`src/rtl/uart_memctrl_rx_pkg.sv`:
```
// Shared types and default sizing for the memory-controller-side UART burst receiver.
// Latency: n/a (types and constants only).
// Backpressure: n/a; the serial link has no flow control, only the read-ready arm strobe.
package uart_memctrl_rx_pkg;

    localparam int DEF_DATA_WIDTH   = 32;
    localparam int DEF_ADDR_WIDTH   = 32;
    localparam int DEF_WNUM_WIDTH   = 8;
    localparam int DEF_CLKS_PER_BIT = 1;
    localparam int DEF_SYNC_STAGES  = 2;
    localparam int DEF_ADDR_STEP    = 1;

    // Burst-level control: frame reception itself is tracked by the deserialiser.
    typedef enum logic [1:0] {
        BS_IDLE      = 2'd0,
        BS_ARMED     = 2'd1,
        BS_WAIT_HIGH = 2'd2,
        BS_DONE      = 2'd3
    } burst_state_e;

    // Position inside one serial frame.
    typedef enum logic [2:0] {
        DS_IDLE   = 3'd0,
        DS_START  = 3'd1,
        DS_DATA   = 3'd2,
        DS_PARITY = 3'd3,
        DS_STOP   = 3'd4
    } deser_state_e;

endpackage

```
`src/rtl/uart_memctrl_rx_deser.sv`:
```
// Frame deserialiser: rx synchroniser, bit timer, LSB-first shift and even-parity check.
// Latency: SYNC_STAGES cycles from rx edge to sampling; frame_valid_o is asserted in the stop-sample cycle.
// Backpressure: none; a new start bit is only looked for while en_i is high.
module uart_memctrl_rx_deser
    import uart_memctrl_rx_pkg::*;
#(
    parameter int DATA_WIDTH   = DEF_DATA_WIDTH,
    parameter int CLKS_PER_BIT = DEF_CLKS_PER_BIT,
    parameter int SYNC_STAGES  = DEF_SYNC_STAGES
) (
    input  logic                  clk_i,
    input  logic                  rst_ni,
    input  logic                  rx_i,
    input  logic                  en_i,
    output logic                  rx_sync_o,
    output logic                  frame_valid_o,
    output logic [DATA_WIDTH-1:0] frame_data_o,
    output logic                  parity_ok_o,
    output logic                  stop_ok_o
);

    localparam int HALF  = CLKS_PER_BIT / 2;
    localparam int CNT_W = (CLKS_PER_BIT > 1) ? $clog2(CLKS_PER_BIT) : 1;
    localparam int BIT_W = (DATA_WIDTH > 1) ? $clog2(DATA_WIDTH) : 1;
    localparam logic [CNT_W-1:0] CNT_LAST = CNT_W'(CLKS_PER_BIT - 1);
    localparam logic [CNT_W-1:0] CNT_HALF = CNT_W'(HALF);
    localparam logic [BIT_W-1:0] BIT_LAST = BIT_W'(DATA_WIDTH - 1);

    logic                  rx_s;
    deser_state_e          state_q;
    logic [CNT_W-1:0]      cnt_q;
    logic [BIT_W-1:0]      bit_q;
    logic [DATA_WIDTH-1:0] data_q;
    logic                  par_ok_q;
    logic                  tick;

    if (SYNC_STAGES == 0) begin : g_nosync
        assign rx_s = rx_i;
    end else begin : g_sync
        logic [SYNC_STAGES-1:0] sync_q;
        // Metastability chain; resets to the idle (high) line level.
        always_ff @(posedge clk_i or negedge rst_ni) begin
            if (!rst_ni) sync_q <= '1;
            else         sync_q <= (sync_q << 1) | SYNC_STAGES'(rx_i);
        end
        assign rx_s = sync_q[SYNC_STAGES-1];
    end

    // One bit period has elapsed; with one clock per bit this is every cycle.
    assign tick = (cnt_q == CNT_LAST);

    // Frame walker: the detecting sample counts as cycle 0 of the start bit, so mid-bit
    // resampling lands HALF cycles later and every later sample one full bit after that.
    always_ff @(posedge clk_i or negedge rst_ni) begin
        if (!rst_ni) begin
            state_q  <= DS_IDLE;
            cnt_q    <= '0;
            bit_q    <= '0;
            data_q   <= '0;
            par_ok_q <= 1'b0;
        end else begin
            case (state_q)
                DS_IDLE: begin
                    cnt_q <= '0;
                    bit_q <= '0;
                    if (en_i && !rx_s) begin
                        if (HALF == 0) begin
                            state_q <= DS_DATA;
                        end else begin
                            state_q <= DS_START;
                            cnt_q   <= CNT_W'(1);
                        end
                    end
                end
                DS_START: begin
                    if (cnt_q == CNT_HALF) begin
                        cnt_q   <= '0;
                        state_q <= rx_s ? DS_IDLE : DS_DATA;
                    end else begin
                        cnt_q <= cnt_q + 1'b1;
                    end
                end
                DS_DATA: begin
                    if (tick) begin
                        cnt_q  <= '0;
                        data_q <= {rx_s, data_q[DATA_WIDTH-1:1]};
                        if (bit_q == BIT_LAST) begin
                            bit_q   <= '0;
                            state_q <= DS_PARITY;
                        end else begin
                            bit_q <= bit_q + 1'b1;
                        end
                    end else begin
                        cnt_q <= cnt_q + 1'b1;
                    end
                end
                DS_PARITY: begin
                    if (tick) begin
                        cnt_q    <= '0;
                        par_ok_q <= ~(^{data_q, rx_s});
                        state_q  <= DS_STOP;
                    end else begin
                        cnt_q <= cnt_q + 1'b1;
                    end
                end
                DS_STOP: begin
                    if (tick) begin
                        cnt_q   <= '0;
                        state_q <= DS_IDLE;
                    end else begin
                        cnt_q <= cnt_q + 1'b1;
                    end
                end
                default: state_q <= DS_IDLE;
            endcase
        end
    end

    assign rx_sync_o     = rx_s;
    assign frame_valid_o = (state_q == DS_STOP) && tick;
    assign frame_data_o  = data_q;
    assign parity_ok_o   = par_ok_q;
    assign stop_ok_o     = rx_s;

endmodule

```
`src/rtl/uart_memctrl_rx.sv`:
```
// Burst receiver: turns word_number serial frames into memory writes at incrementing addresses.
// Latency: mem_we_o one cycle after the stop-bit sample; burst_done_o one cycle after the burst ends.
// Backpressure: none; read_ready_i while busy is ignored and memory writes cannot be stalled.
module uart_memctrl_rx
    import uart_memctrl_rx_pkg::*;
#(
    parameter int DATA_WIDTH   = DEF_DATA_WIDTH,
    parameter int ADDR_WIDTH   = DEF_ADDR_WIDTH,
    parameter int WNUM_WIDTH   = DEF_WNUM_WIDTH,
    parameter int CLKS_PER_BIT = DEF_CLKS_PER_BIT,
    parameter int SYNC_STAGES  = DEF_SYNC_STAGES,
    parameter int ADDR_STEP    = DEF_ADDR_STEP
) (
    input  logic                  clk_i,
    input  logic                  rst_ni,
    input  logic                  rx_i,
    input  logic                  read_ready_i,
    input  logic [ADDR_WIDTH-1:0] base_addr_i,
    input  logic [WNUM_WIDTH-1:0] word_number_i,
    output logic                  mem_we_o,
    output logic [ADDR_WIDTH-1:0] mem_addr_o,
    output logic [DATA_WIDTH-1:0] mem_wdata_o,
    output logic                  busy_o,
    output logic                  burst_done_o,
    output logic                  parity_error_o,
    output logic                  frame_error_o
);

    localparam logic [ADDR_WIDTH-1:0] STEP = ADDR_WIDTH'(ADDR_STEP);

    burst_state_e          state_q;
    logic [ADDR_WIDTH-1:0] addr_q;
    logic [WNUM_WIDTH-1:0] wnum_q;
    logic [WNUM_WIDTH-1:0] idx_q;
    logic [WNUM_WIDTH-1:0] idx_inc;
    logic                  we_q;
    logic [ADDR_WIDTH-1:0] mem_addr_q;
    logic [DATA_WIDTH-1:0] mem_wdata_q;
    logic                  busy_q;
    logic                  done_q;
    logic                  perr_q;
    logic                  ferr_q;

    logic                  rx_sync;
    logic                  frame_valid;
    logic [DATA_WIDTH-1:0] frame_data;
    logic                  parity_ok;
    logic                  stop_ok;

    uart_memctrl_rx_deser #(
        .DATA_WIDTH   (DATA_WIDTH),
        .CLKS_PER_BIT (CLKS_PER_BIT),
        .SYNC_STAGES  (SYNC_STAGES)
    ) u_deser (
        .clk_i         (clk_i),
        .rst_ni        (rst_ni),
        .rx_i          (rx_i),
        .en_i          (state_q == BS_ARMED),
        .rx_sync_o     (rx_sync),
        .frame_valid_o (frame_valid),
        .frame_data_o  (frame_data),
        .parity_ok_o   (parity_ok),
        .stop_ok_o     (stop_ok)
    );

    assign idx_inc = idx_q + 1'b1;

    // Burst sequencing: a running address register gives base + idx*STEP with natural wrap,
    // and it advances on every consumed frame, good or bad.
    always_ff @(posedge clk_i or negedge rst_ni) begin
        if (!rst_ni) begin
            state_q     <= BS_IDLE;
            addr_q      <= '0;
            wnum_q      <= '0;
            idx_q       <= '0;
            we_q        <= 1'b0;
            mem_addr_q  <= '0;
            mem_wdata_q <= '0;
            busy_q      <= 1'b0;
            done_q      <= 1'b0;
            perr_q      <= 1'b0;
            ferr_q      <= 1'b0;
        end else begin
            we_q   <= 1'b0;
            done_q <= 1'b0;
            case (state_q)
                BS_IDLE: begin
                    if (read_ready_i) begin
                        addr_q  <= base_addr_i;
                        wnum_q  <= word_number_i;
                        idx_q   <= '0;
                        perr_q  <= 1'b0;
                        ferr_q  <= 1'b0;
                        busy_q  <= 1'b1;
                        state_q <= (word_number_i == '0) ? BS_DONE : BS_ARMED;
                    end
                end
                BS_ARMED: begin
                    if (frame_valid) begin
                        idx_q  <= idx_inc;
                        addr_q <= addr_q + STEP;
                        if (stop_ok) begin
                            if (parity_ok) begin
                                we_q        <= 1'b1;
                                mem_addr_q  <= addr_q;
                                mem_wdata_q <= frame_data;
                            end else begin
                                perr_q <= 1'b1;
                            end
                            state_q <= (idx_inc == wnum_q) ? BS_DONE : BS_ARMED;
                        end else begin
                            ferr_q  <= 1'b1;
                            state_q <= BS_WAIT_HIGH;
                        end
                    end
                end
                BS_WAIT_HIGH: begin
                    if (rx_sync) state_q <= (idx_q == wnum_q) ? BS_DONE : BS_ARMED;
                end
                BS_DONE: begin
                    done_q  <= 1'b1;
                    busy_q  <= 1'b0;
                    state_q <= BS_IDLE;
                end
                default: state_q <= BS_IDLE;
            endcase
        end
    end

    assign mem_we_o       = we_q;
    assign mem_addr_o     = mem_addr_q;
    assign mem_wdata_o    = mem_wdata_q;
    assign busy_o         = busy_q;
    assign burst_done_o   = done_q;
    assign parity_error_o = perr_q;
    assign frame_error_o  = ferr_q;

endmodule

```
`config.mk`:
```
export PLATFORM = sky130hd
export DESIGN_NAME = uart_memctrl_rx
export DESIGN_NICKNAME = d
export VERILOG_FILES = /design/src/rtl/uart_memctrl_rx_pkg.sv /design/src/rtl/uart_memctrl_rx_deser.sv /design/src/rtl/uart_memctrl_rx.sv
export SDC_FILE = /design/constraint.sdc
export NUM_CORES = 1
export LEC_CHECK = 0
export CORE_MARGIN = 2
export CORE_UTILIZATION = 49
export CTS_CLUSTER_DIAMETER = 120
export DETAILED_ROUTE_END_ITERATION = 16
export GPL_TIMING_DRIVEN = 0
export PLACE_DENSITY_LB_ADDON = 0.1
export SLEW_MARGIN = 10
export SYNTH_ARGS = -nofsm -noshare
export SYNTH_HDL_FRONTEND = slang
export SYNTH_SLANG_ARGS = --single-unit
```
`constraint.sdc`:
```
create_clock -name clk_i -period 2.65 [get_ports clk_i]
set_clock_uncertainty 0.1 [all_clocks]
set_input_delay 0.53 -clock clk_i [delete_from_list [all_inputs] [get_ports clk_i]]
set_output_delay 0.53 -clock clk_i [all_outputs]
set_load 0.05 [all_outputs]
```
== Word-level counts from Yosys, hierarchy flattened ==
Cells that the tools add are included.
Word-level totals
  bits in registers: 163
  bits in latches: 0
  memory bits (writable): 0
  bits in read-only memories: 0
  input port bits: 44
  output and inout bits: 69
  memories: 0
Cells by class
  add/sub/neg operators: 4
  $mul: 0
  divide/modulo/power cells: 0
  $lt $le $gt $ge: 0
  eq/ne operators: 22
  shift-type cells: 0
  mux-type cells: 42
  bitwise gates (word level): 3
  reductions and logical operators: 23
Operators by type and width (count)
  two-way mux 32 bit: 2
  case mux 32 bit (2 select lines): 1
  XOR reduction 33 bit: 1
  adder 32 x 1 -> 32 bit, second input constant: 1
  two-way mux 3 bit: 6
  != test 2 bit, second input constant: 9
  equality test 8 bit: 2
  two-way mux 2 bit: 8
  two-way mux 8 bit: 2
  case mux 8 bit (2 select lines): 1
  case mux 3 bit (5 select lines): 1
  two-way mux 1 bit: 13
  two-way mux 5 bit: 2
  case mux 5 bit (2 select lines): 1
  AND reduction 2 bit: 5
  adder 8 x 1 -> 8 bit, second input constant: 1
  zero test 8 bit: 1
  case mux 1 bit (2 select lines): 4
  case mux 2 bit (4 select lines): 1
  AND reduction 4 bit: 2
  nonzero test 2 bit: 4
  equality test 3 x 2 -> 1 bit, second input constant: 2
  != test 2 x 1 -> 1 bit, second input constant: 3
  AND reduction 3 bit: 2
  other kinds (16): 19

== Logic depth before layout (Yosys ltp) ==
Gate-level depths: netlist of the first run.
  word-level depth: 6
  depth in mapped cells: 9

== Hierarchy ==
From an unflattened synthesis of the first run, not the netlist that was laid out.
Second synthesis, totals
  cell total of the unflattened synthesis: 657
  area, all modules: 7589.8 sq um
Modules (own cells, without submodules)
  uart_memctrl_rx: instances 1, cells each 515, area an instance 5642.9 sq um, sequential area each 2977.9 sq um
  uart_memctrl_rx_deser: instances 1, cells each 142, area an instance 1946.9 sq um, sequential area each 1078.5 sq um

== Worst setup path after synthesis of the first run ==
OpenSTA, ideal clock, no wires.
  path type: reg-to-reg
  start point: register addr_q[0]
  end point: register addr_q[24]
  arrival: 2096 ps
  required time: 2471 ps
  path slack: 374 ps
  cell stages (with the launch flop): 9
  path buffers: 1
  path through: dfrtp_1 ha_1 and3_4 nand3_4 or4_1 buf_2 or3_1 a21oi_1 a2bb2oi_1
On the way
  cells in the longest elaborated chain, start to end: 3
Ends and longest elaborated chain
  start: declaration: RTL line uart_memctrl_rx.sv:32  | logic [ADDR_WIDTH-1:0] addr_q;
  start signal: assignment: RTL line uart_memctrl_rx.sv:89  | addr_q <= base_addr_i;
  start signal: assignment: RTL line uart_memctrl_rx.sv:101  | addr_q <= addr_q + STEP;
  adder 32 x 1 -> 32 bit: RTL line uart_memctrl_rx.sv:101
  two-way mux 32 bit: RTL line uart_memctrl_rx.sv:99  | if (frame_valid) begin
  case mux 32 bit (2 select lines): RTL line uart_memctrl_rx.sv:86  | case (state_q)
No other way between the ends. The select of a mux whose other input is x is not followed.
A chain may end at the register's enable or synchronous reset.

== Final worst setup path of the first run ==
  start point: register addr_q[7]
  end point: register addr_q[27]
Same word-level chain as after synthesis.

==> results of run 1 <==
==> layout by cell type (no fill, tap or decap), drive strengths merged, types with 22 or more instances in the layout <==
cell type,instances
dfrtp,160
a21oi,49
nand2,59
xnor2,35
o21ai,47
clkdlybuf4s50,111
nand3,22
mux2,92
nor2,38
clkbuf,42
==> critical path, cell delays in order, from the launching register on <==
cell	delay [ps]
dfrtp_1	480
nand4_1	270
nor3_4	470
nand2_1	240
nor4_1	520
o21ai_0	180
a22o_1	250
==> layout make-up <==
class / instances / area [um2] / area share, %
Clock buffer: 21 / 450 / 4.77
Inverter: 9 / 33.8 / 0.358
Tap cell: 188 / 235 / 2.49
Sequential cell: 162 / 4060 / 42.9
Multi-Input combinational cell: 465 / 3230 / 34.2
Clock inverter: 11 / 105 / 1.11
Buffer: 34 / 169 / 1.79
Timing Repair Buffer: 114 / 1160 / 12.3
==> power by group <==
part           internal, mW  switching, mW
combinational          1.86           1.83
clock                  1.32           1.01
sequential             3.12          0.766
==> sequential cells by signal, summed over array words and instances, names as in the netlist, 2 cells and up <==
register / cells
mem_wdata_o: 32
idx_q: 8
wnum_q: 8
u_deser.state_q: 3
u_deser.frame_data_o: 32
u_deser.bit_q: 5
mem_addr_o: 32
addr_q: 32
u_deser.g_sync.sync_q: 2
state_q: 2
==> repair_timing <==
item	in CTS	in global routing
hold buffers	1	0
pin swaps	0	0
gates resized for setup	4	2
setup endpoints to repair	76	3
endpoints found under the hold margin	56	0
buffers inserted	0	0
==> layer usage <==
metal | global-route usage (%) | up-vias | routed length [um]
met5 | 0 | - | 0
met4 | 9.63 | 0 | 349
met3 | 5.86 | 27 | 1400
met2 | 37.9 | 218 | 8860
met1 | 31.5 | 2800 | 8070
li1 | - | 2667 | -
==> synth_stat cells (3+ instances only) <==
| library cell | instances | area share, % |
|---|---|---|
| nand2b_1 | 3 | 0.25 |
| ha_1 | 4 | 0.67 |
| inv_1 | 9 | 0.45 |
| nor3_1 | 8 | 0.54 |
| nor2b_1 | 3 | 0.25 |
| clkbuf_1 | 22 | 1.1 |
| o21ai_0 | 46 | 3.1 |
| or3_1 | 4 | 0.33 |
| nand4_1 | 15 | 1.3 |
| or2_2 | 3 | 0.25 |
| nand2_1 | 59 | 3.0 |
| buf_1 | 7 | 0.35 |
| nor2_1 | 38 | 1.9 |
| a31oi_1 | 3 | 0.25 |
| nor4_1 | 6 | 0.50 |
| or4_1 | 3 | 0.30 |
| o32ai_1 | 5 | 0.59 |
| nor3b_1 | 3 | 0.30 |
| and3_1 | 7 | 0.59 |
| and2_1 | 5 | 0.42 |
| a211oi_1 | 3 | 0.30 |
| o31ai_1 | 4 | 0.40 |
| o22ai_1 | 14 | 1.2 |
| nand3_1 | 21 | 1.4 |
| buf_6 | 3 | 0.45 |
| xor2_1 | 9 | 1.1 |
| a21oi_1 | 49 | 3.3 |
| xnor2_1 | 35 | 4.1 |
| dfrtp_1 | 160 | 54 |
| mux2_2 | 92 | 14 |
==> per-stage QoR <==
stage	hold slack, ps	std cells	power (mW)
6_report	257	1004	9.90
5_1_grt	263	1004	10.5
4_1_cts	257	1004	9.96
3_5_place_dp	248	973	7.57
3_3_place_gp	247	972	7.43
2_1_floorplan	134	672	6.53
==> worst paths after layout <==
check	from	end	slack [ps]	depth (start not counted)
worst max-delay path	addr_q[7]	addr_q[27]	30	6
worst min-delay path	u_deser.g_sync.sync_q[0]	u_deser.g_sync.sync_q[1]	260	0
worst max register to register	addr_q[7]	addr_q[27]	30	6
worst min register to register	u_deser.g_sync.sync_q[0]	u_deser.g_sync.sync_q[1]	260	0
max in group asynchronous	rst_ni	u_deser.frame_data_o[24]	1080	3
min in group asynchronous	rst_ni	idx_q[7]	550	2
==> logic make-up (layout without fill, tap and decap cells) <==
group,after synthesis,in the layout
simple gates,186,186
flops,162,162
compound gates,137,137
mux,93,93
xor+xnor,45,45
buf+inv,45,189
fa+ha+maj,4,4
==> reports/metrics.cfg, run 1 <==
[sta]
tightest_slew_ps=846
slew_viol_final=0
period_needed_ps=2620
fin_ws_ps=33.9
setup-tns-final_ps=0
period_share_pct=98.7
slew_headroom_pct=43.1
setup_violations=0
fmax_ghz=0.382
hold_viol=0
rsz0062_at_grt=false

[floorplanning]
start_util_pct=49.8
core_area_mm2=0.0150
pin_count=113
die_w_um=128
dieHeight_um=128
row_count=45
fp.dieArea_mm2=0.0163

[final_layout]
fill_cells=1208
utilization_pct=62.8
syn_to_final_growth_pct=26.3
design_area_mm2=0.00945
fin_nets=851
antenna_cells=0
layout-drive-gt1-share_pct=17.9

[clocking]
path_clk_slew_ps=60
clock-sinks=162
clock_latency_ps=420
cts_tree=yes
cts_root_buffer=clkbuf_16
numCtsBuffers=17
clockBufferDepth=2
h-tree-depth=4

[global_routing]
grt_max_degree=93
first_global_vias=5796
grt_overflow=0
grt_pass1_wl_mm=30.1
grt_usage_pct=23.8
antenna_found_initial=0

[setup_path]
end_kind=register
cp-start-kind=register
cp.required_ps=2860
crit_fanout=9
critPathArrivalTime_ps=2830
critPathKind=register to register

[logic_synthesis]
ys_seq_elements=162
ys_seq_area_share_pct=54.2
yosysWarnings=0
syn_avg_cell_area_um2=11.1
synthMuxAreaShare_pct=14.0
ys.flop_type=dfrtp_1
synthXorXnorAreaFrac_pct=5.45
synthArstFlopShare_pct=100
synth-edff-count=0
syn_inst=672
synth_compound_gate_area_share_pct=10.6
synth_area_mm2=0.00748
synth_cell_types=55
synth_top_family_by_area=multiplexers
synth-adder-area-share_pct=0.669
synthSimpleGateAreaFrac_pct=12.3
synth_fp_nets=720

[pwr]
p_leak_nw=4.09
cellPowerDensity_mw_per_mm2=1050
peakVddDrop_uv=666

[routing]
wirelength_mm=18.7
wl_per_cell_um=18.6
first_pass_iters=6
via_count=5712
viasPerCell=5.69
drc_errors=0
drtIter0Drc=561
ant_nets=0

[place]
finalWeightedCongestion=0.942
dpl.hpwl_mm=13.0
dp_worst_setup_slack_ps=-590
io_buffer_count=112
place_area_mm2=0.00887

[worst_hold_path]
hold_path.class=register to register

[outcome]
status=complete, no violations

[flow_run]
cap_violations=0

(Power assumes the default switching activity.)
==> run 2: changes to the inputs <==
- GPL_TIMING_DRIVEN: 0 -> unset
==> run 2 against run 1 <==
  * First-iteration DRC count shrank 30%
  * Critical path depth increased by 1
  * Utilization barely moved
  * Routed wire length is 9.7% lower
  * Power decreased by 1.9%
  * Cell count down 1.6%
  * Sequential power about the same
  * Highest routed layer unchanged
==> reports/metrics.cfg, run 2 (synthesis gave the netlist of run 1 again) <==
[clocking]
h-tree-depth=4
cts_root_buffer=clkbuf_16
clock-sinks=162
cts-resized-gates=0
numCtsBuffers=17
path_clk_slew_ps=60
clock_latency_ps=420
post_cts_buffers=0
clockBufferDepth=2
cts_tree=yes

[routing]
drc_errors=0
wirelength_mm=16.9
drtIter0Drc=392
first_pass_iters=4
viasPerCell=5.63
via_count=5566
wl_per_cell_um=17.1
ant_nets=0

[worst_hold_path]
hold_path.class=register to register

[floorplanning]
core_area_mm2=0.0150
start_util_pct=49.8
pin_count=113
fp.dieArea_mm2=0.0163
row_count=45
dieHeight_um=128
die_w_um=128

[pwr]
p_leak_nw=4.10
peakVddDrop_uv=992
cellPowerDensity_mw_per_mm2=1030

[sta]
setup_violations=0
fmax_ghz=0.399
fin_ws_ps=145
tightest_slew_ps=565
slew_headroom_pct=62.2
slew_viol_final=0
setup-tns-final_ps=0
rsz0062_at_grt=false
hold_viol=0
period_needed_ps=2500
period_share_pct=94.5

[final_layout]
syn_to_final_growth_pct=26.3
fin_nets=835
antenna_cells=0
final_common_cell=dfrtp_1
final_cell_mix=dfrtp_1, clkdlybuf4s50_1, mux2_2, nand2_1, a21oi_1
layout-drive-gt1-share_pct=19.8

[global_routing]
grtUsageMet2_pct=33.8
busiest_layer=met2
grt_pass1_wl_mm=28.2
first_global_vias=5651
antenna_found_initial=0
met3_usage_pct=5.11
grt_usage_pct=21.7
grt_overflow=0
met1_usage_pct=29.5
grt_max_degree=55

[setup_path]
crit_family=simple AND/OR/NAND/NOR gates
end_kind=register
critPathArrivalTime_ps=2700
critPathKind=register to register
crit_path_frequent_cell=or4_1
crit_fanout=7
cp-start-kind=register
worstPathBufferInverterCount=0
crit_path_cell_trace=ha_1 > and3_4 > nand3_4 > or4_1 > or4_1 > o21ai_0 > a2bb2oi_1
slowest_delay_ps=660
cp.required_ps=2850
slowest_stage=or4_1

[outcome]
status=complete, no violations

[place]
finalWeightedCongestion=0.913
dp_worst_setup_slack_ps=179
dpl.hpwl_mm=11.5
io_buffer_count=112

[flow_run]
cap_violations=0

## run 2: final timing paths
kind,from,endpoint,slack [ps],cells after the start
worst max register to register,addr_q[1],addr_q[24],150,7
worst min register to register,u_deser.g_sync.sync_q[0],u_deser.g_sync.sync_q[1],260,0
worst min-delay path,u_deser.g_sync.sync_q[0],u_deser.g_sync.sync_q[1],260,0
min in group asynchronous,rst_ni,busy_o,530,2
max in group asynchronous,rst_ni,u_deser.g_sync.sync_q[0],1190,3
worst max-delay path,addr_q[1],addr_q[24],150,7
## run 2: where the power goes
part           total (mW)  internal [mW]  leakage, nW  switching [mW]
Sequential           3.89           3.12         2.10           0.769
Combinational        3.47           1.84         1.73            1.63
Clock                2.35           1.36        0.270           0.990
Total                9.71           6.32         4.10            3.39
## run 2: final cells by class
type,count,area [um2]
Fill cell,1194,5580
Sequential cell,162,4060
Multi-Input combinational cell,465,3240
Timing Repair Buffer,132,1310
Clock buffer,20,467
Tap cell,188,235
Clock inverter,12,109
Inverter,9,33.8
## run 2: through the flow
| step | instances | utilization [%] | power, mW | hold slack (ps) | cell area, um2 |
|---|---|---|---|---|---|
| floorplan | 672 | - | 6.53 | 134 | 7480 |
| global placement | 955 | 59.0 | 7.31 | 248 | 8860 |
| detailed placement | 955 | 59.0 | 7.41 | 249 | 8860 |
| CTS | 988 | 62.9 | 9.80 | 258 | 9450 |
| global route | 988 | 62.9 | 10.3 | 264 | 9450 |
| finish | 988 | 62.9 | 9.71 | 257 | 9450 |
## run 2: timing repair
action / CTS / global route
hold buffers: 1 / 0
hold endpoints to repair: 51 / 0
endpoints found under the setup margin: 0 / 0
## run 2: per-layer routing
| metal | wire length [um] | vias up |
|---|---|---|
| met5 | 0 | - |
| met4 | 325 | 0 |
| met3 | 1020 | 28 |
| met2 | 7850 | 177 |
| met1 | 7660 | 2729 |
| li1 | - | 2632 |
